<file path="src/rtl/cpu_pkg.sv">
// Shared definitions for the instruction-fetch front end.
// Holds the reset fetch address, the memory-port width encodings, the
// fetch FSM state encoding, the prefetch queue entry layout and small
// helpers for address alignment and width selection.
package cpu_pkg;

    localparam logic [31:0] RESET_PC_DEFAULT = 32'h0800_0000;

    localparam logic [1:0] MEM_W_BYTE = 2'd0;
    localparam logic [1:0] MEM_W_HALF = 2'd1;
    localparam logic [1:0] MEM_W_WORD = 2'd2;

    typedef enum logic [1:0] {
        S_INIT  = 2'd0,
        S_FETCH = 2'd1,
        S_DROP  = 2'd2
    } fetch_state_e;

    typedef struct packed {
        logic [31:0] data;
        logic [31:0] pc;
        logic        thumb;
    } fetch_entry_t;

    // Thumb instructions are halfword aligned, ARM instructions word aligned.
    function automatic logic [31:0] align_pc(input logic [31:0] pc, input logic thumb);
        return thumb ? {pc[31:1], 1'b0} : {pc[31:2], 2'b00};
    endfunction

    function automatic logic [1:0] mem_width_for(input logic thumb);
        return thumb ? MEM_W_HALF : MEM_W_WORD;
    endfunction

endpackage

</file>
<file path="src/rtl/prefetch_fifo.sv">
// Prefetch queue: synchronous FIFO of fetched instructions.
// Ports:
//   clk, rstn        clock, synchronous active-low reset
//   clear_i          empties the queue (wins over push/pop)
//   push_i, push_data_i   write one entry (accepted when not full, or full with pop)
//   pop_i            drop the head entry (ignored when empty)
//   head_o           head entry (registered storage, valid when !empty_o)
//   count_o, empty_o, full_o  occupancy
module prefetch_fifo
    import cpu_pkg::*;
#(
    parameter int DEPTH = 4
) (
    input  logic                       clk,
    input  logic                       rstn,
    input  logic                       clear_i,
    input  logic                       push_i,
    input  fetch_entry_t               push_data_i,
    input  logic                       pop_i,
    output fetch_entry_t               head_o,
    output logic [$clog2(DEPTH):0]     count_o,
    output logic                       empty_o,
    output logic                       full_o
);

    localparam int AW = $clog2(DEPTH);
    localparam int CW = AW + 1;

    fetch_entry_t  mem_q [DEPTH];
    logic [AW-1:0] rd_ptr_q;
    logic [AW-1:0] wr_ptr_q;
    logic [CW-1:0] count_q;
    logic          do_push;
    logic          do_pop;

    assign empty_o = (count_q == '0);
    assign full_o  = (count_q == CW'(DEPTH));
    assign do_pop  = pop_i && !empty_o;
    // A full queue can still take a push when the head leaves in the same cycle.
    assign do_push = push_i && (!full_o || do_pop);

    // DEPTH is a power of two, so AW-bit pointers wrap by natural overflow.
    always_ff @(posedge clk) begin
        if (!rstn || clear_i) begin
            rd_ptr_q <= '0;
            wr_ptr_q <= '0;
            count_q  <= '0;
        end else begin
            if (do_push) wr_ptr_q <= wr_ptr_q + 1'b1;
            if (do_pop)  rd_ptr_q <= rd_ptr_q + 1'b1;
            count_q <= count_q + CW'(do_push) - CW'(do_pop);
        end
    end

    always_ff @(posedge clk) begin
        if (rstn && !clear_i && do_push) mem_q[wr_ptr_q] <= push_data_i;
    end

    assign head_o  = mem_q[rd_ptr_q];
    assign count_o = count_q;

endmodule

</file>
<file path="src/rtl/cpu_prefetch_unit.sv">
// Instruction-fetch front end: decoupled fetch into a DEPTH-entry prefetch
// queue, word fetches in ARM state and halfword fetches in Thumb state,
// branch flush with dropping of a response still in flight.
// Ports:
//   clk, rstn                         clock, synchronous active-low reset
//   flush, flush_pc, flush_thumb      redirect request
//   instr_valid/ready/data/pc/thumb   queue head towards decode
//   mem_addr/read/width/rdata/ok      shared memory port
//
// state   | meaning
// --------+------------------------------------------------------------
// S_INIT  | one cycle after reset, no request issued
// S_FETCH | issuing requests while the queue has room
// S_DROP  | request issued before a flush still outstanding; discard it
module cpu_prefetch_unit
    import cpu_pkg::*;
#(
    parameter int          DEPTH    = 4,
    parameter logic [31:0] RESET_PC = RESET_PC_DEFAULT
) (
    input  logic        clk,
    input  logic        rstn,
    input  logic        flush,
    input  logic [31:0] flush_pc,
    input  logic        flush_thumb,
    output logic        instr_valid,
    input  logic        instr_ready,
    output logic [31:0] instr_data,
    output logic [31:0] instr_pc,
    output logic        instr_thumb,
    output logic [31:0] mem_addr,
    output logic        mem_read,
    output logic [1:0]  mem_width,
    input  logic [31:0] mem_rdata,
    input  logic        mem_ok
);

    localparam int CW = $clog2(DEPTH) + 1;

    fetch_state_e  state_q;
    logic [31:0]   fetch_pc_q;
    logic [31:0]   fetch_pc_d;
    logic          thumb_q;
    logic          thumb_d;
    logic          mem_read_q;
    logic [31:0]   mem_addr_q;
    logic [1:0]    mem_width_q;

    logic          push;
    logic          pop;
    logic [CW-1:0] count_d;
    logic          room_d;
    fetch_entry_t  push_entry;
    fetch_entry_t  head;
    logic [CW-1:0] fifo_count;
    logic          fifo_empty;
    logic          fifo_full;

    always_comb begin
        pop  = !fifo_empty && instr_ready && !flush;
        // In S_FETCH an outstanding request is always at fetch_pc_q.
        push = (state_q == S_FETCH) && mem_read_q && mem_ok && !flush
               && (!fifo_full || pop);

        count_d = flush ? '0 : fifo_count + CW'(push) - CW'(pop);
        // Request for next cycle only if the queue will still have room,
        // so a queued response can never overflow it.
        room_d  = (count_d < CW'(DEPTH));

        if (flush) begin
            fetch_pc_d = align_pc(flush_pc, flush_thumb);
            thumb_d    = flush_thumb;
        end else if (push) begin
            fetch_pc_d = fetch_pc_q + (thumb_q ? 32'd2 : 32'd4);
            thumb_d    = thumb_q;
        end else begin
            fetch_pc_d = fetch_pc_q;
            thumb_d    = thumb_q;
        end

        push_entry.data  = thumb_q ? {16'h0000, mem_rdata[15:0]} : mem_rdata;
        push_entry.pc    = fetch_pc_q;
        push_entry.thumb = thumb_q;
    end

    always_ff @(posedge clk) begin
        if (!rstn) begin
            state_q     <= S_INIT;
            fetch_pc_q  <= RESET_PC;
            thumb_q     <= 1'b0;
            mem_read_q  <= 1'b0;
            mem_addr_q  <= '0;
            mem_width_q <= MEM_W_WORD;
        end else begin
            fetch_pc_q <= fetch_pc_d;
            thumb_q    <= thumb_d;
            unique case (state_q)
                S_INIT: begin
                    state_q    <= S_FETCH;
                    mem_read_q <= 1'b0;
                end
                S_FETCH: begin
                    if (mem_read_q && !mem_ok) begin
                        // Request in flight: address and width stay put.
                        if (flush) state_q <= S_DROP;
                    end else begin
                        mem_read_q  <= room_d;
                        mem_addr_q  <= fetch_pc_d;
                        mem_width_q <= mem_width_for(thumb_d);
                    end
                end
                S_DROP: begin
                    // Completion of the stale request also ends the drop,
                    // even if another flush arrives in the same cycle.
                    if (mem_ok) begin
                        state_q     <= S_FETCH;
                        mem_read_q  <= room_d;
                        mem_addr_q  <= fetch_pc_d;
                        mem_width_q <= mem_width_for(thumb_d);
                    end
                end
                default: begin
                    state_q    <= S_INIT;
                    mem_read_q <= 1'b0;
                end
            endcase
        end
    end

    prefetch_fifo #(
        .DEPTH (DEPTH)
    ) u_fifo (
        .clk         (clk),
        .rstn        (rstn),
        .clear_i     (flush),
        .push_i      (push),
        .push_data_i (push_entry),
        .pop_i       (pop),
        .head_o      (head),
        .count_o     (fifo_count),
        .empty_o     (fifo_empty),
        .full_o      (fifo_full)
    );

    assign instr_valid = !fifo_empty;
    assign instr_data  = head.data;
    assign instr_pc    = head.pc;
    assign instr_thumb = head.thumb;
    assign mem_read    = mem_read_q;
    assign mem_addr    = mem_addr_q;
    assign mem_width   = mem_width_q;

endmodule

</file>
<file path="config.mk">
export PLATFORM = sky130hd
export DESIGN_NAME = cpu_prefetch_unit
export DESIGN_NICKNAME = d
export VERILOG_FILES = /design/src/rtl/cpu_pkg.sv /design/src/rtl/prefetch_fifo.sv /design/src/rtl/cpu_prefetch_unit.sv
export SDC_FILE = /design/constraint.sdc
export NUM_CORES = 1
export LEC_CHECK = 0
export ABC_AREA = 1
export CAP_MARGIN = 20
export CORE_MARGIN = 2
export CORE_UTILIZATION = 50
export CTS_CLUSTER_DIAMETER = 150
export DETAILED_ROUTE_END_ITERATION = 10
export PLACE_DENSITY = 0.87
export SLEW_MARGIN = 30
export SYNTH_ARGS = -nofsm -noshare
export SYNTH_HDL_FRONTEND = slang
export SYNTH_SLANG_ARGS = --single-unit
</file>
<file path="constraint.sdc">
create_clock -name clk -period 4.15 [get_ports clk]
set_clock_uncertainty 0.05 [all_clocks]
set_input_delay 0.415 -clock clk [delete_from_list [all_inputs] [get_ports clk]]
set_output_delay 0.415 -clock clk [all_outputs]
set_load 0.02 [all_outputs]
</file>
# --- After elaboration in Yosys (flattened, before gate mapping) ---
# Memories as Yosys holds them, arrays and structs flattened. A register that Yosys moved wholly into a read port is not among the register bits.
# Cells that the tools add are included.
totals:
  ff_bits: 77
  ram_bits: 260
  out_inout_bits: 101
  wordCells: 75
  n_memories: 1
memory_table:
  columns: ["memory", "words", "word_bits", "rd", "rd_clocked_by_memory_dff", "write_ports", "line_no", "rtl"]
  rows:
  - ["u_fifo.mem_q", 4, 65, 1, 1, 1, "prefetch_fifo.sv:29", "fetch_entry_t mem_q [DEPTH];"]
classes:
  addsub: 7
  order_cmp: 1
  n_eq_ne: 7
  muxes: 25
  reduce_logical: 25
op_table:
  columns: ["op", "count"]
  rows:
  - ["$mux W32", 5]
  - ["$pmux W32 S2", 1]
  - ["$add A32 B3 Y32", 1]
  - ["$mux W2", 9]
  - ["$logic_and A1 B1 Y1", 11]
  - ["$add A3 B1 Y3", 2]
  - ["$mux W3", 2]
  - ["$ne A2 B2 Y1 const B", 3]
  - ["$pmux W2 S3", 1]
  - ["$reduce_and A3 Y1", 2]
  - ["$sub A3 B1 Y3", 2]
  - ["$logic_not A1 Y1", 5]
  - ["$mux W1", 5]
  - ["$add A2 B1 Y2 const B", 2]
  - ["$pmux W2 S2", 1]
  - ["$eq A3 B3 Y1 const B", 1]
  - ["$logic_not A3 Y1", 1]
  - ["$logic_or A1 B1 Y1", 3]
  - ["$lt A3 B3 Y1 const B", 1]
  - ["$eq A2 B1 Y1 const B", 1]
  - ["$eq A2 B2 Y1 const B", 1]
  - ["$logic_not A2 Y1", 1]
  - ["$ne A2 B1 Y1 const B", 1]
  - ["$pmux W1 S2", 1]
  - ["2 further kinds", 2]

# --- Longest topological paths before layout ---
depth:
  ltp_word: 12
  mapped_depth: 14

# --- Cells and area by module ---
# A second synthesis with hierarchy kept.
unflattened:
  cells_unflattened: 1320
  area_unflattened_um2: 14565.2
by_module_without_submodules:
  columns: ["mod", "instances", "cells_per_inst", "area_per_inst_um2", "seq_area_each_um2"]
  rows:
  - ["prefetch_fifo", 1, 705, 10455.0, 7987.7]
  - ["cpu_prefetch_unit", 1, 615, 4110.2, 1401.3]

# --- Worst setup path before layout ---
# No wires, ideal clock.
synth_path:
  path_type: "register to register"
  start: "reg state_q[1]"
  end: "mem u_fifo.mem_q[0][0] in the netlist's numbering (enable)"
  setup_time_ps: 488
  t_arrival_ps: 4023
  setup_slack_ps: -411
  path_stages_with_launch: 10
  n_path_buf: 1
  synth_period_minus_slack_ps: 4561
  cell_sequence: "dfxtp_1 -> inv_1 -> ha_1 -> nand2_2 -> nor3_4 -> nand2_4 -> inv_4 -> buf_4 -> nand2_1 -> nor2_1"
synth_via:
  elab_chain_len: 9
synth_lines:
  columns: ["element", "line_no", "rtl"]
  rows:
  - ["start, declared", "cpu_prefetch_unit.sv:40", "fetch_state_e state_q;"]
  - ["start signal, assigned", "cpu_prefetch_unit.sv:88", "state_q <= S_INIT;"]
  - ["start signal, assigned", "cpu_prefetch_unit.sv:99", "state_q <= S_FETCH;"]
  - ["start signal, assigned", "cpu_prefetch_unit.sv:105", "if (flush) state_q <= S_DROP;"]
  - ["$eq A2 B1 Y1", "cpu_prefetch_unit.sv:62", "push = (state_q == S_FETCH) && mem_read_q && mem_ok && !flush"]
  - ["$logic_and A1 B1 Y1 (3 in a row)", "cpu_prefetch_unit.sv:62", null]
  - ["$logic_and A1 B1 Y1", "cpu_prefetch_unit.sv:63", "&& (!fifo_full || pop);"]
  - ["$logic_and A1 B1 Y1", "prefetch_fifo.sv:40", "assign do_push = push_i && (!full_o || do_pop);"]
  - ["$logic_and A1 B1 Y1", "prefetch_fifo.sv:56", "if (rstn && !clear_i && do_push) mem_q[wr_ptr_q] <= push_data_i;"]
  - ["$mux W1", "prefetch_fifo.sv:56", null]
  - ["$mux W1 (not written as such)", "prefetch_fifo.sv:56", null]
  - ["end, declared", "prefetch_fifo.sv:29", null]
# No other way between the ends.

==> results.tsv <==
stage	metric	value	unit
run_status	status	finished clean	
worst_hold_path	hold path depth	2	
routing	via/cell ratio	5.39	
global_route	All-Layer GR Usage	21.8	%
timing	Rel. slew slack	38.0	%
finish	Area Growth Syn to Fin	23.1	%
critical_path	Crit. End Element	output port	
critical_path	CP Launch Type	flip-flop	
critical_path	crit path max fanout	76	
global_route	first-pass GRT wire length	49.4	mm
clock_network	CTS max path bufs	3	
timing	final hold vios	0	
clock_network	Reg clk slew, reported paths	0.06	ns
timing	Setup-failing EPs final	0	
clock_network	clock sink total	339	
timing	RSZ-0062 raised after global routing	false	
floorplan	Site Rows	61	
finish	fin nets	1575	
global_route	initial antenna violation count	0	
routing	Vias	10200	
synth	area leader, netlist	edfxtp_1	
finish	Reg area	9400	um^2
run	MaxCap Viol Count	0	
synth	Yosys top cell area share	56.0	%
synth	syn_area_per_cell	10.5	um^2
floorplan	die area	29300	um^2
clock_network	H-Tree Level Count	2	
synth	#FFs+latches synth	339	
critical_path	worst endpoint required time	3.68	ns
floorplan	Chip Width	171	um
clock_network	TritonCTS clock tree	done	
synth	Post-Syn Instances	1326	
synth	synthesized net count	1413	
clock_network	Post-CTS Setup Repair Bufs	0	
critical_path	FF-to-FF path depth	9	
place	dpl ws	0.880	ns
clock_network	post-cts sizing count	0	
clock_network	CTS Buf Count	35	
synth	top post-synthesis cells by area	edfxtp_1 (56%), dfxtp_1 (11%), nand2_1 (6.5%)	
pwr	Peak VDD IR	579	uV
finish	Non-Filler Instances	1890	
synth	Yosys Warn Count	0	
timing	fin. max-slew vios	0	
pwr	P_leak	6.24	nW
finish	layout cells sized above 1	6.81	%
clock_network	CTS Hold Buffers Added	0	
timing	setup TNS	0	ns
timing	Final Critical Period	3.61	ns
clock_network	Root Buffer	clkbuf_16	
worst_hold_path	Hold Crit Class	reg -> reg	
pwr	Total Power	7.92	mW
routing	Routed WL	32.2	mm
synth	Seq/Total Area, Yosys	67.3	%
floorplan	I/O pins	171	
timing	Setup WS post-layout	0.544	ns
critical_path	CP Data Arrival Time	3.14	ns
routing	TritonRoute pass-1 iters	7	
floorplan	Placeable Area	27600	um^2
timing	Fmax achieved	277	MHz
global_route	vias in the first global route	9914	
floorplan	Initial Util	50.5	%
critical_path	kind of critical path	reg -> out	
routing	Post-DRT Antenna Nets	0	
finish	antenna cells	0	
timing	final period utilization	86.9	%
place	HPWL Detailed	20.2	mm
floorplan	Die Y	171	um
routing	drt drc	0	
global_route	pin count of the biggest net entering global routing	95	
finish	most frequent cells in the layout	edfxtp_1 (260), nand2_1 (243), nor2_1 (224)	
synth	Mapped Area	13900	um^2
finish	most common cell after layout, fill and taps aside	edfxtp_1	
global_route	grt ovf	0	
timing	worst-margin pin slew	0.931	ns
place	RePlAce Congestion	0.856	
place	cell count after placement	1829	
routing	WL/cell	17.1	um
finish	fill count	2109	
clock_network	Clk Latency, worst-skew pair	0.50	ns
synth	synth unique cells	39	
routing	DRT iter0 DRCs	1032	
place	Port Buf Inserts	169	
pwr	Pwr per Cell Area	461	nW/um^2
finish	multi-input combinational cell area	4010	um^2
==> layer usage <==
metal / vias up / GRT usage (%) / wire [um]
li1: 4891 / - / -
met1: 4757 / 27.4 / 13300
met2: 459 / 37.3 / 15400
met3: 78 / 3.70 / 2440
met4: 0 / 9.17 / 1100
met5: - / 0 / 0
==> cell usage after synthesis, drive strengths merged <==
cell type  instances
edfxtp           260
nand2            246
nor2             233
o21ai            161
inv               81
dfxtp             79
o22ai             66
nand3             53
clkbuf            47
a21oi             22
buf               17
ha                15
or2               12
o211ai             5
xor2               5
a31oi              4
nand3b             4
nand4              4
fa                 2
nor3               2
o21bai             2
xnor2              2
clkinv             1
nor4               1
o21a               1
o22a               1
==> state kept, by name, summed over array words and instances, names as in the netlist, named ones only <==
name,count
u_fifo.wr_ptr_q,2
u_fifo.rd_ptr_q,2
mem_width,2
mem_read,1
state_q,2
mem_addr,32
u_fifo.mem_q,260
u_fifo.count_o,3
thumb_q,1
fetch_pc_q,32
==> metrics by stage <==
| stage | cell area [um^2] | hold slack, ns | utilization, % |
|---|---|---|---|
| CTS | 17200 | 0.405 | 62.2 |
| finish | 17200 | 0.404 | 62.2 |
| detailed placement | 16100 | 0.388 | 58.1 |
| global route | 17200 | 0.416 | 62.2 |
| global placement | 16100 | 0.381 | 58.1 |
| floorplan | 13900 | 0.386 | - |
==> critical path, cell delays in order, from the launching register on <==
cell and delay, ns:
dfxtp_4 0.70, buf_4 0.69, o21ai_0 0.24, o22ai_1 0.30
clkdlybuf4s50_1 0.66
==> power by group <==
| group | leakage (nW) | internal, mW | total, mW | switching, mW |
|---|---|---|---|---|
| Combinational | 2.68 | 0.407 | 0.976 | 0.569 |
| Sequential | 3.02 | 3.81 | 3.95 | 0.135 |
| Clock | 0.541 | 1.81 | 3.00 | 1.19 |
| Total | 6.24 | 6.03 | 7.92 | 1.90 |
==> worst paths after layout <==
| path | slack [ns] | end | startpoint |
|---|---|---|---|
| worst max register to register | 1.17 | u_fifo.mem_q[3][41]$_DFFE_PP_ | state_q[1]$_SDFFE_PN0P_ |
| worst min register to register | 0.40 | mem_addr[30]$_SDFFE_PN0P_ | mem_addr[30]$_SDFFE_PN0P_ |
| worst min-delay path | 0.40 | mem_addr[30]$_SDFFE_PN0P_ | mem_addr[30]$_SDFFE_PN0P_ |
| worst max-delay path | 0.54 | instr_pc[6] | flip-flop |
==> cells by family (layout without fill, tap and decap cells) <==
group / after synthesis / after routing / synth area share (%)
DFF: 339 / 339 / 67.3
buffers and inverters: 146 / 332 / 4.18
xor gates and xnor gates: 7 / 7 / 0.440
adders and majority gates: 17 / 17 / 1.63
and+or+nand+nor: 555 / 555 / 16.2
AOI/OAI and AO/OA: 262 / 262 / 10.2
==> layout make-up <==
class,instances,area share (%)
Clock buffer,50,5.86
Clock inverter,11,0.583
Inverter,82,1.81
Multi-Input combinational cell,841,23.3
Sequential cell,339,54.7
Tap cell,378,2.75
Timing Repair Buffer,189,10.9
No activity file was read; power rests on OpenSTA's default activity.
==> patch: new RTL, same settings <==
`DEPTH` is set to 4 in 2 places; all go to 8.
--- a/src/rtl/prefetch_fifo.sv
+++ b/src/rtl/prefetch_fifo.sv
@@ -11,3 +11,3 @@
 #(
-    parameter int DEPTH = 4
+    parameter int DEPTH = 8
 ) (
--- a/src/rtl/cpu_prefetch_unit.sv
+++ b/src/rtl/cpu_prefetch_unit.sv
@@ -17,3 +17,3 @@
 #(
-    parameter int          DEPTH    = 4,
+    parameter int          DEPTH    = 8,
     parameter logic [31:0] RESET_PC = RESET_PC_DEFAULT
Check against the original RTL: same outputs for any inputs over 4 cycles, from zero or initial values and one cycle with rstn low; that may be too few to reach the edited logic, so the function may still have changed.
==> patch against the original RTL <==
- wire length is 83% higher
- area after synthesis is 76% higher
- power is 68% higher
- setup slack worse by 240 ps
- cell area is 68% higher
- via count is 70% higher
- highest routed layer unchanged
- critical path type unchanged
- sequential cell count is 264 higher
- non-clock buffer count is 13 higher
==> patch: results (changes against the original RTL) <==
outcome:
  outcome: "finished clean"
placed_design:
  place.gp.congestion: 0.808  # -5.6%
  place_ws_ps: 780  # -100 ps
  dp_hpwl_um: 32500  # +61%
  placed_cell_area_um2: 27000  # +68%
finish:
  fill_cells: 3640  # +73%
  multi_input_cells: 1339  # +59%
  n_all_inverters: 120  # +46%
  clkCellAreaFrac_pct: 6.22  # -0.22 points
  drive_above_1_share_pct: 6.90  # +0.086 points
  diodes: 1  # +1
  largest_reg_flops: 520  # +100%
  n_clock_buffer: 68  # +36%
  nNetsFinal: 2410  # +53%
  buffers: 202  # +6.9%
critical_path:
  cp_max_fo: 48  # -37%
  crit_arrival_ps: 3380  # +240 ps
power:
  p_leak_nw: 10.2  # +63%
  p_int_w: 0.0102  # +70%
  pg_seq_w: 0.00693  # +75%
  combPwrFrac_pct: 10.0  # -2.3 points
  power_density_nw_per_um2: 462  # +0.12%
  vdd.ir_drop.worst_mv: 0.587  # +1.4%
global_routing:
  antenna_found_initial: 1  # +1
  grt_use_total_pct: 22.8  # +0.99 points
  grt_pass1_vias: 17200  # +74%
synthesis:
  syn-num-nets: 2273  # +61%
  synth_fa_ha_area_share_pct: 1.03  # -0.60 points
  synth.distinct_cells: 46  # +18%
clock_tree:
  cts.sinks: 603  # +78%
routing:
  drt_pre_antenna_iters: 6  # -1
sta:
  tightest_slew_ps: 863  # -67.9 ps
[patch: final timing paths]
check | start | to | slack, ps | cells past startpoint
setup / recovery | flop | instr_pc[19] | 310 | 6
hold / removal | flush_pc[17] | fetch_pc_q[17] | 340 | 3
setup reg to reg | thumb_q | mem_addr[21] | 1420 | 12
hold reg to reg | mem_addr[27] | mem_addr[27] | 410 | 2
[patch: worst max-delay path, delay by kind of cell (launching register included)]
family                 cells  cell delay (ps)
AND/OR/NAND/NOR            1               80
AO/OA/AOI/OAI              3              820
buffers and inverters      2             1220
flip-flops                 1              630
[patch: metal layers]
layer  up-vias  GRT usage, %  wire length, µm
li1       7923             -                -
met1      8291          28.9            22600
met2       967          38.7            28900
met3       126          4.23             5660
met4         0          8.82             1740
met5         -             0                0
[patch: per-stage QoR]
stage,hold slack [ps],std cells,TNS [ps],util [%]
after floorplan,383,2184,-142710,-
after global placement,393,2927,0,55.4
after detailed placement,393,2927,0,55.4
after CTS,313,3026,0,59.1
after global routing,357,3028,0,59.2
final,344,3028,0,59.2
